[src/rtl/codec_intf_if.sv]
`timescale 1ns/1ps
`default_nettype none
// ============================================================================
//  Module   : codec_intf_if
//  Brief    : Sample bus between the codec serial interface and the
//             equalizer core (received samples out, processed samples in).
//  Revision : 1.0  initial release
// ============================================================================
interface codec_intf_if;
  logic [15:0] lft_in;   // deserialized left sample to core
  logic [15:0] rht_in;   // deserialized right sample to core
  logic        valid;    // one-cycle new-sample pulse
  logic [15:0] lft_out;  // processed left sample from core
  logic [15:0] rht_out;  // processed right sample from core

  // Codec-side view: produces received samples, consumes processed ones.
  modport master (
    output lft_in,
    output rht_in,
    output valid,
    input  lft_out,
    input  rht_out
  );

  // Core-side view.
  modport slave (
    input  lft_in,
    input  rht_in,
    input  valid,
    output lft_out,
    output rht_out
  );
endinterface
`default_nettype wire

[src/rtl/codec_intf.sv]
`timescale 1ns/1ps
`default_nettype none
// ============================================================================
//  Module   : codec_intf
//  Brief    : I2S codec interface. Generates MCLK/SCLK/LRCLK from a 10-bit
//             frame counter, deserializes 16-bit left/right ADC samples and
//             serializes 16-bit left/right DAC samples.
//  Revision : 1.0  initial release
// ============================================================================
module codec_intf (
  input  wire logic     clk,
  input  wire logic     rst_n,
  input  wire logic     SDin,
  output logic          SDout,
  output logic          LRCLK,
  output logic          SCLK,
  output logic          MCLK,
  output logic          RSTn,
  codec_intf_if.master  core
);

  // Counter landmarks. A frame is left half (cnt[9]=1) then right half.
  localparam logic [9:0] c_cnt_reset   = 10'h200;  // start of a left half
  localparam logic [9:0] c_cnt_max     = 10'h3FF;  // codec leaves reset after this
  localparam logic [9:0] c_cnt_arm     = 10'h1FF;  // last cycle before a left half
  localparam logic [9:0] c_cnt_last_rx = 10'h107;  // rise event of last right bit

  logic [9:0]  r_cnt;
  logic        r_rstn;
  logic        r_armed;
  logic [15:0] r_sh_l;
  logic [15:0] r_sh_r;
  logic [15:0] r_lft_in;
  logic [15:0] r_rht_in;
  logic        r_valid;
  logic [15:0] r_hold_l;
  logic [15:0] r_hold_r;
  logic        r_sdout;

  logic [4:0]  w_slot;
  logic        w_rise;
  logic        w_fall;
  logic        w_rx_slot;
  logic        w_tx_slot;
  logic [3:0]  w_bit_idx;
  logic        w_tx_bit;

  // Bit slot within the half-frame and the SCLK-aligned sampling/launch events.
  assign w_slot    = r_cnt[8:4];
  assign w_rise    = (r_cnt[3:0] == 4'h7);
  assign w_fall    = (r_cnt[3:0] == 4'hF);
  // One-bit I2S delay: data bits occupy slots 1..16 at the receiver, and are
  // launched one slot earlier (slots 0..15) by the transmitter.
  assign w_rx_slot = (w_slot != 5'd0) && (w_slot <= 5'd16);
  assign w_tx_slot = ~w_slot[4];
  assign w_bit_idx = ~w_slot[3:0];  // 15 - slot: MSB first
  assign w_tx_bit  = r_cnt[9] ? r_hold_l[w_bit_idx] : r_hold_r[w_bit_idx];

  // Free-running frame counter, codec reset release and receive arming.
  // Arming happens only when a whole left half begins with the codec already
  // out of reset, so the first presented frame is always complete.
  always_ff @(posedge clk or negedge rst_n) begin
    if (!rst_n) begin
      r_cnt   <= c_cnt_reset;
      r_rstn  <= 1'b0;
      r_armed <= 1'b0;
    end else begin
      r_cnt <= r_cnt + 10'd1;
      if (r_cnt == c_cnt_max)
        r_rstn <= 1'b1;
      if ((r_cnt == c_cnt_arm) && r_rstn)
        r_armed <= 1'b1;
    end
  end

  // Receive path: shift on SCLK rise events and publish both channels at once.
  always_ff @(posedge clk or negedge rst_n) begin
    if (!rst_n) begin
      r_sh_l   <= 16'h0000;
      r_sh_r   <= 16'h0000;
      r_lft_in <= 16'h0000;
      r_rht_in <= 16'h0000;
      r_valid  <= 1'b0;
    end else begin
      if (w_rise && w_rx_slot) begin
        if (r_cnt[9])
          r_sh_l <= {r_sh_l[14:0], SDin};
        else
          r_sh_r <= {r_sh_r[14:0], SDin};
      end
      r_valid <= 1'b0;
      if ((r_cnt == c_cnt_last_rx) && r_armed) begin
        // The last right bit is being shifted this cycle; fold it in directly.
        r_valid  <= 1'b1;
        r_lft_in <= r_sh_l;
        r_rht_in <= {r_sh_r[14:0], SDin};
      end
    end
  end

  // Transmit path: capture core samples on valid, launch bits on SCLK falls.
  always_ff @(posedge clk or negedge rst_n) begin
    if (!rst_n) begin
      r_hold_l <= 16'h0000;
      r_hold_r <= 16'h0000;
      r_sdout  <= 1'b0;
    end else begin
      if (r_valid) begin
        r_hold_l <= core.lft_out;
        r_hold_r <= core.rht_out;
      end
      if (w_fall)
        r_sdout <= w_tx_slot ? w_tx_bit : 1'b0;
    end
  end

  assign LRCLK       = r_cnt[9];
  assign SCLK        = r_cnt[3];
  assign MCLK        = r_cnt[1];
  assign RSTn        = r_rstn;
  assign SDout       = r_sdout;
  assign core.lft_in = r_lft_in;
  assign core.rht_in = r_rht_in;
  assign core.valid  = r_valid;

endmodule
`default_nettype wire

[src/flat_wrapper.sv]
// flat-port wrapper written by rule: the top's interface ports become plain ports
module codec_intf_flat 
  (clk, rst_n, SDin, SDout, LRCLK, SCLK, MCLK, RSTn, core_lft_in, core_rht_in, core_valid, core_lft_out, core_rht_out);
  codec_intf_if core_i ();
  input  wire logic clk;
  input  wire logic rst_n;
  input  wire logic SDin;
  output logic SDout;
  output logic LRCLK;
  output logic SCLK;
  output logic MCLK;
  output logic RSTn;
  output wire logic [$bits(core_i.lft_in)-1:0] core_lft_in;
  output wire logic [$bits(core_i.rht_in)-1:0] core_rht_in;
  output wire logic [$bits(core_i.valid)-1:0] core_valid;
  input wire logic [$bits(core_i.lft_out)-1:0] core_lft_out;
  input wire logic [$bits(core_i.rht_out)-1:0] core_rht_out;
  assign core_lft_in = core_i.lft_in;
  assign core_rht_in = core_i.rht_in;
  assign core_valid = core_i.valid;
  assign core_i.lft_out = core_lft_out;
  assign core_i.rht_out = core_rht_out;
  codec_intf u_core (.clk(clk), .rst_n(rst_n), .SDin(SDin), .SDout(SDout), .LRCLK(LRCLK), .SCLK(SCLK), .MCLK(MCLK), .RSTn(RSTn), .core(core_i));
endmodule
[config.mk]
export PLATFORM = sky130hd
export DESIGN_NAME = codec_intf_flat
export DESIGN_NICKNAME = d
export VERILOG_FILES = /design/src/rtl/codec_intf_if.sv /design/src/rtl/codec_intf.sv /design/src/flat_wrapper.sv
export SDC_FILE = /design/constraint.sdc
export NUM_CORES = 1
export LEC_CHECK = 0
export ABC_AREA = 1
export CELL_PAD_IN_SITES_DETAIL_PLACEMENT = 1
export CELL_PAD_IN_SITES_GLOBAL_PLACEMENT = 2
export CORE_AREA = 5 5 87 170
export CTS_CLUSTER_DIAMETER = 30
export CTS_CLUSTER_SIZE = 28
export DETAILED_ROUTE_END_ITERATION = 8
export DIE_AREA = 0 0 92 175
export PLACE_DENSITY_LB_ADDON = 0.1
export SYNTH_ARGS = -nofsm -noshare
export SYNTH_HDL_FRONTEND = slang
export SYNTH_SLANG_ARGS = --single-unit
[constraint.sdc]
create_clock -name clk -period 2.9 [get_ports clk]
set_input_delay 0.58 -clock clk [delete_from_list [all_inputs] [get_ports clk]]
set_output_delay 0.58 -clock clk [all_outputs]
set_load 0.01 [all_outputs]
==> results of run 1 <==
-- how the worst min path moves through the flow --
stage | from | end | slack, ns
6_report | rst_n | u_core.r_hold_l[5] | 0.21
2_1_floorplan | rst_n | u_core.RSTn | 0.28
3_5_place_dp | u_core.r_cnt[0] | u_core.r_cnt[0] | 0.46
3_3_place_gp | u_core.r_cnt[0] | u_core.r_cnt[0] | 0.43
5_1_grt | rst_n | u_core.r_hold_l[7] | 0.25
4_1_cts | rst_n | u_core.r_hold_l[7] | 0.22
-- metal layers --
metal,vias to the layer above,share of wire [%]
met2,48,56
met5,-,0
met3,12,3.8
met1,1628,38
li1,1651,-
met4,0,1.7
-- registers in the layout, indices dropped and copies added, names as in the netlist, 10 cells and up --
signal and flops:
u_core.r_cnt 10, u_core.r_hold_r 16, u_core.core.lft_in 16, u_core.r_sh_r 15
u_core.core.rht_in 16, u_core.r_hold_l 16, u_core.r_sh_l 16
-- kinds of logic after synthesis --
kind of cell | share of synthesized area, %
compound gates | 12.2
mux | 1.98
buf+inv | 8.72
xor+xnor | 1.73
fa+ha+maj | 0.275
flops | 60.0
simple gates | 15.1
-- placed cells by master, fill, tap and decap left out, drive strengths merged, types with 2 or more instances in the layout --
master         instances
clkbuf                10
xor2                   9
dfrtp                108
o211ai                 5
buf                    8
nor2                   8
clkdlybuf4s50         71
clkinv                 2
o21ai                 87
nand3                 17
mux2                   8
inv                   70
nand2                143
a21oi                  3
-- final cells by class --
cell class	instances	area, um2
Clock buffer	10	239
Fill cell	1575	7660
Inverter	68	255
Timing Repair Buffer	79	783
Clock inverter	6	77.6
Sequential cell	109	2730
Multi-Input combinational cell	285	1420
Tap cell	155	194
-- stage by stage --
step                hold WS, ns  total power, W  cell area, um2  utilization (%)
floorplan                 0.284         0.00155            4550                -
global placement          0.433         0.00164            5380             40.3
detailed placement        0.457         0.00164            5380             40.3
CTS                       0.225         0.00296            5700             42.7
global route              0.250         0.00302            5700             42.7
finish                    0.212         0.00290            5700             42.7
-- power breakdown --
part           leakage (nW)  switching [W]  total (W)  internal [W]
Combinational          1.06      0.0000384  0.0000815     0.0000431
Clock                 0.153       0.000586    0.00129      0.000709
Sequential             1.35    0.000000754    0.00152       0.00152
Total                  2.57       0.000625    0.00290       0.00227
==> out/results.tsv, run 1 <==
stage	metric	value	unit
detailed_routing	ANT nets after route	0	
pwr	cell area power density	508	nW/um2
synthesis	Yosys top cell area share	59.4	%
layout	Non-Filler Instances	712	
critical_path	Crit path max-delay family	flip-flops	
placed_design	DP HPWL	7.53	mm
clocking	setup bufs post-CTS	0	
clocking	clk buf depth	2	
timing	Worst-Margin Slew	0.712	ns
critical_path	critical-path cell list	clkdlybuf4s50_1	
critical_path	crit path capture	LRCLK	
critical_path	Worst Path Arrival	1.52	ns
clocking	# resized after CTS	0	
clocking	CTS sink cnt	109	
detailed_routing	Via density	4.69	
synthesis	mapped cell area	4550	um2
timing	fin crit period	2.10	ns
synthesis	Post-Synthesis Cells	486	
timing	clk_skew	0.0102	ns
global_route	GRT overflow	0	
critical_path	Worst Path Max Fanout	7	
clocking	CTS clk-pin slew, worst paths	0.08	ns
pwr	Leak Pwr	2.57	nW
floorplanning	Die H	175	um
synthesis	yosys warns	0	
critical_path	CP Buf/Inv Count	1	
layout	layout cells sized above 1	9.69	%
synthesis	largest area contributor in the netlist	dfrtp_1	
clocking	TritonCTS clock tree	yes	
critical_path	path depth of the worst reg2reg path	8	
critical_path	r2r startpoint	u_core.r_cnt[1]	
global_route	met2 Usage GRT	26.3	%
synthesis	post-synthesis cell type count	26	
timing	final worst setup slack	0.797	ns
synthesis	Synth Flop Type	dfrtp_1	
synthesis	Seq/Total Area, Yosys	60.0	%
timing	final setup TNS	0	ns
critical_path	Crit path depth	1	
detailed_routing	DR iter-0 viols	66	
critical_path	Reg2Reg Setup Slack	1.06	ns
synthesis	Syn Nets	522	
global_route	met3 Resource Use GR	3.45	%
detailed_routing	drt first pass iters	4	
detailed_routing	Wirelength per Cell	14.8	um
run_status	status	completed	
layout	layout net count	588	
critical_path	capture point of the worst reg-to-reg path	u_core.core.lft_in[15]	
timing	Final Cycle Share	72.5	%
flow_run	Max Cap Violations	0	
floorplanning	Row Count	60	
global_route	initial antenna violation count	0	
synthesis	Post-synth EDFFs	0	
placed_design	RD Place Congestion	0.772	
global_route	busiest layer in global routing	met2	
clocking	cts hold-fix bufs	0	
floorplanning	initial core utilization	34.0	%
synthesis	Synth top cells by count	nand2_1, dfrtp_1, inv_1	
floorplanning	die area	16100	um2
critical_path	CP Class	flip-flop to output port	
detailed_routing	drt drc	0	
synthesis	cell with the most instances after synthesis	nand2_1	
global_route	M1 GR Usage	14.9	%
placed_design	Placed Cells	696	
clocking	H-tree Lvls	3	
layout	ant diodes	0	
global_route	vias in the first global route	3609	
global_route	largest net degree at the start of global routing	68	
synthesis	Yosys reg bits	109	
timing	Slew Viols, Final	0	
pwr	VDD IR-drop max	0.276	mV
clocking	Root Buffer	clkbuf_16	
synthesis	ys async rst share	100	%
timing	RSZ-0062 raised after global routing	false	
critical_path	Setup crit start	u_core.r_cnt[9]	
timing	Final Hold Fails	0	
timing	fmax	476	MHz
detailed_routing	Post-Route WL	10.5	mm
timing	Finish-stage setup viols	0	
global_route	first-pass GRT wire length	17.8	mm
global_route	total track usage	14.1	%
synthesis	Syn Area/Cell	9.36	um2
floorplanning	core area	13400	um2
worst_hold_path	Worst Hold Class	input port to asynchronous set/reset pin	
timing	Slew HR	52.6	%
critical_path	Crit path required time	2.32	ns
detailed_routing	via count	3339	
synthesis	largest cells by area after synthesis	dfrtp_1, nand2_1, inv_1, o21ai_1, o21ai_2	
critical_path	CP max-delay cell	dfstp_2	
critical_path	CP Capture Type	output port	
critical_path	critical path startpoint category	flip-flop	
critical_path	CP peak stage delay	0.62	ns
layout	Area growth syn-to-layout	25.3	%
floorplanning	IO Count	73	
clocking	Skew-Pair Late Insertion Delay	0.35	ns
clocking	CTS buffer count	9	
placed_design	pre-CTS setup slack	1.00	ns
placed_design	Port-buffer cells	72	
floorplanning	Die Span X	92	um
Power figures use the tool's default switching activity.
==> run 2: changes to the inputs <==
Settings changed: CORE_AREA 5 5 87 170 to 5 5 94 183, DIE_AREA 0 0 92 175 to 0 0 99 188.
Clock period 2.9 ns to 1.8 ns, I/O delays scaled along.
==> out/results.tsv, run 2 (synthesized netlist as in run 1, its figures left out) <==
stage	metric	value	unit
detailed_routing	ANT nets after route	0	
timing	Fin Hold WS	0.434	ns
pwr	cell area power density	806	nW/um2
detailed_routing	Post-Route WL	11.0	mm
floorplanning	core area	15700	um2
detailed_routing	drt first pass iters	3	
layout	layout net count	593	
clocking	CTS buffer count	9	
global_route	first-pass GRT wire length	18.5	mm
critical_path	critical-path cell list	clkdlybuf4s50_1	
layout	# fillers	1801	
critical_path	CP Capture Type	output port	
pwr	Leak Pwr	2.61	nW
clocking	CTS sink cnt	109	
layout	Post-Layout Inst Area	5830	um2
floorplanning	die area	18600	um2
layout	commonest non-fill, non-tap cell in the layout	nand2_1	
global_route	total track usage	12.3	%
layout	highest-count cells in the layout ignoring fill and taps	nand2_1, dfrtp_1, clkdlybuf4s50_1	
placed_design	DP HPWL	7.90	mm
global_route	vias in the first global route	3748	
timing	fmax	593	MHz
placed_design	RD Place Congestion	0.730	
timing	clk_skew	0.0110	ns
timing	Worst-Margin Slew	0.350	ns
clocking	Root Buffer	clkbuf_16	
critical_path	Crit path required time	1.44	ns
placed_design	DP Area	5500	um2
floorplanning	IO Count	73	
clocking	H-tree Lvls	3	
critical_path	Worst Path Max Fanout	2	
global_route	largest net degree at the start of global routing	57	
run_status	status	completed	
global_route	GRT overflow	0	
critical_path	CP max-delay cell	clkdlybuf4s50_1	
flow_run	Max Cap Violations	0	
critical_path	Worst Path Arrival	1.33	ns
clocking	Skew-Pair Late Insertion Delay	0.34	ns
detailed_routing	Wirelength per Cell	14.4	um
placed_design	Port-buffer cells	72	
floorplanning	Row Count	65	
timing	fin crit period	1.69	ns
critical_path	CP Buf/Inv Count	1	
critical_path	critical path startpoint category	flip-flop	
timing	RSZ-0062 raised after global routing	false	
timing	Slew Viols, Final	0	
detailed_routing	Via density	4.37	
global_route	initial antenna violation count	0	
clocking	CTS clk-pin slew, worst paths	0.08	ns
critical_path	CP peak stage delay	0.57	ns
clocking	TritonCTS clock tree	yes	
timing	Slew HR	76.7	%
timing	final setup TNS	0	ns
timing	Final Cycle Share	93.6	%
pwr	VDD IR-drop max	0.411	mV
critical_path	CP Class	flip-flop to output port	
timing	Finish-stage setup viols	0	
clocking	clk buf depth	2	
layout	Area growth syn-to-layout	28.1	%
timing	Final Hold Fails	0	
layout	ant diodes	0	
detailed_routing	via count	3333	
floorplanning	initial core utilization	29.0	%
detailed_routing	drt drc	0	
critical_path	Crit path max-delay family	buffers and inverters	
pwr	Pwr Total	0.00470	W
worst_hold_path	Worst Hold Class	input port to asynchronous set/reset pin	
layout	layout cells sized above 1	10.5	%
floorplanning	Die H	188	um
floorplanning	Die Span X	99	um
detailed_routing	DR iter-0 viols	53	
run 2: final cells by class:
class	count	area, um2	share of cell area [%]
clock inverter	6	77.6	1.33
sequential	109	2730	46.8
clock buffer	10	239	4.10
multi-input combinational	285	1430	24.5
tap	201	251	4.32
timing repair buffer	84	847	14.5
inverter	68	255	4.38
run 2: power by group:
group          switching, W  leakage (nW)  internal, W  total [W]
Combinational     0.0000649          1.10    0.0000738   0.000139
Clock              0.000958         0.154      0.00115    0.00211
Sequential       0.00000104          1.35      0.00245    0.00245
Total               0.00102          2.61      0.00367    0.00470
run 2: final timing paths:
path                                    from                endpoint  slack [ns]  depth (start not counted)
setup / recovery           u_core.core.valid              core_valid        0.11                          1
hold / removal                         rst_n     u_core.r_hold_l[11]        0.43                          2
setup reg to reg             u_core.r_cnt[6]  u_core.core.lft_in[11]        0.21                          7
hold reg to reg              u_core.r_cnt[0]         u_core.r_cnt[0]        0.46                          1
max in group asynchronous              rst_n        u_core.r_sh_l[7]        0.72                          3
min in group clk             u_core.r_cnt[0]         u_core.r_cnt[0]        0.46                          1
run 2: repair_timing:
| action | in CTS | in global routing |
|---|---|---|
| endpoints found under the setup margin | 1 | 1 |
| hold endpoints to repair | 14 | 0 |
| hold buffers | 1 | 0 |
| buffers inserted | 0 | 0 |
| gates resized for setup | 1 | 1 |
run 2: metal layers:
| metal | routed length (um) | up-vias | track usage (%) |
|---|---|---|---|
| li1 | - | 1655 | - |
| met1 | 4430 | 1626 | 13.7 |
| met2 | 6000 | 44 | 23.0 |
| met3 | 394 | 8 | 2.68 |
| met4 | 142 | 0 | 3.47 |
| met5 | 0 | - | 0 |
run 2: per-stage QoR:
step | utilization (%) | cells | worst slack (ns)
floorplan | - | 486 | 0.328
global placement | 35.0 | 746 | 0.239
detailed placement | 35.0 | 746 | 0.200
CTS | 37.1 | 763 | 0.0563
global route | 37.1 | 763 | 0.0555
finish | 37.1 | 763 | 0.115
==> run 3: changes to the inputs <==
Settings changed: CTS_CLUSTER_SIZE 28 to unset.
==> results of run 3 <==
Final layout, timing and power as in run 2 (identical DEF).
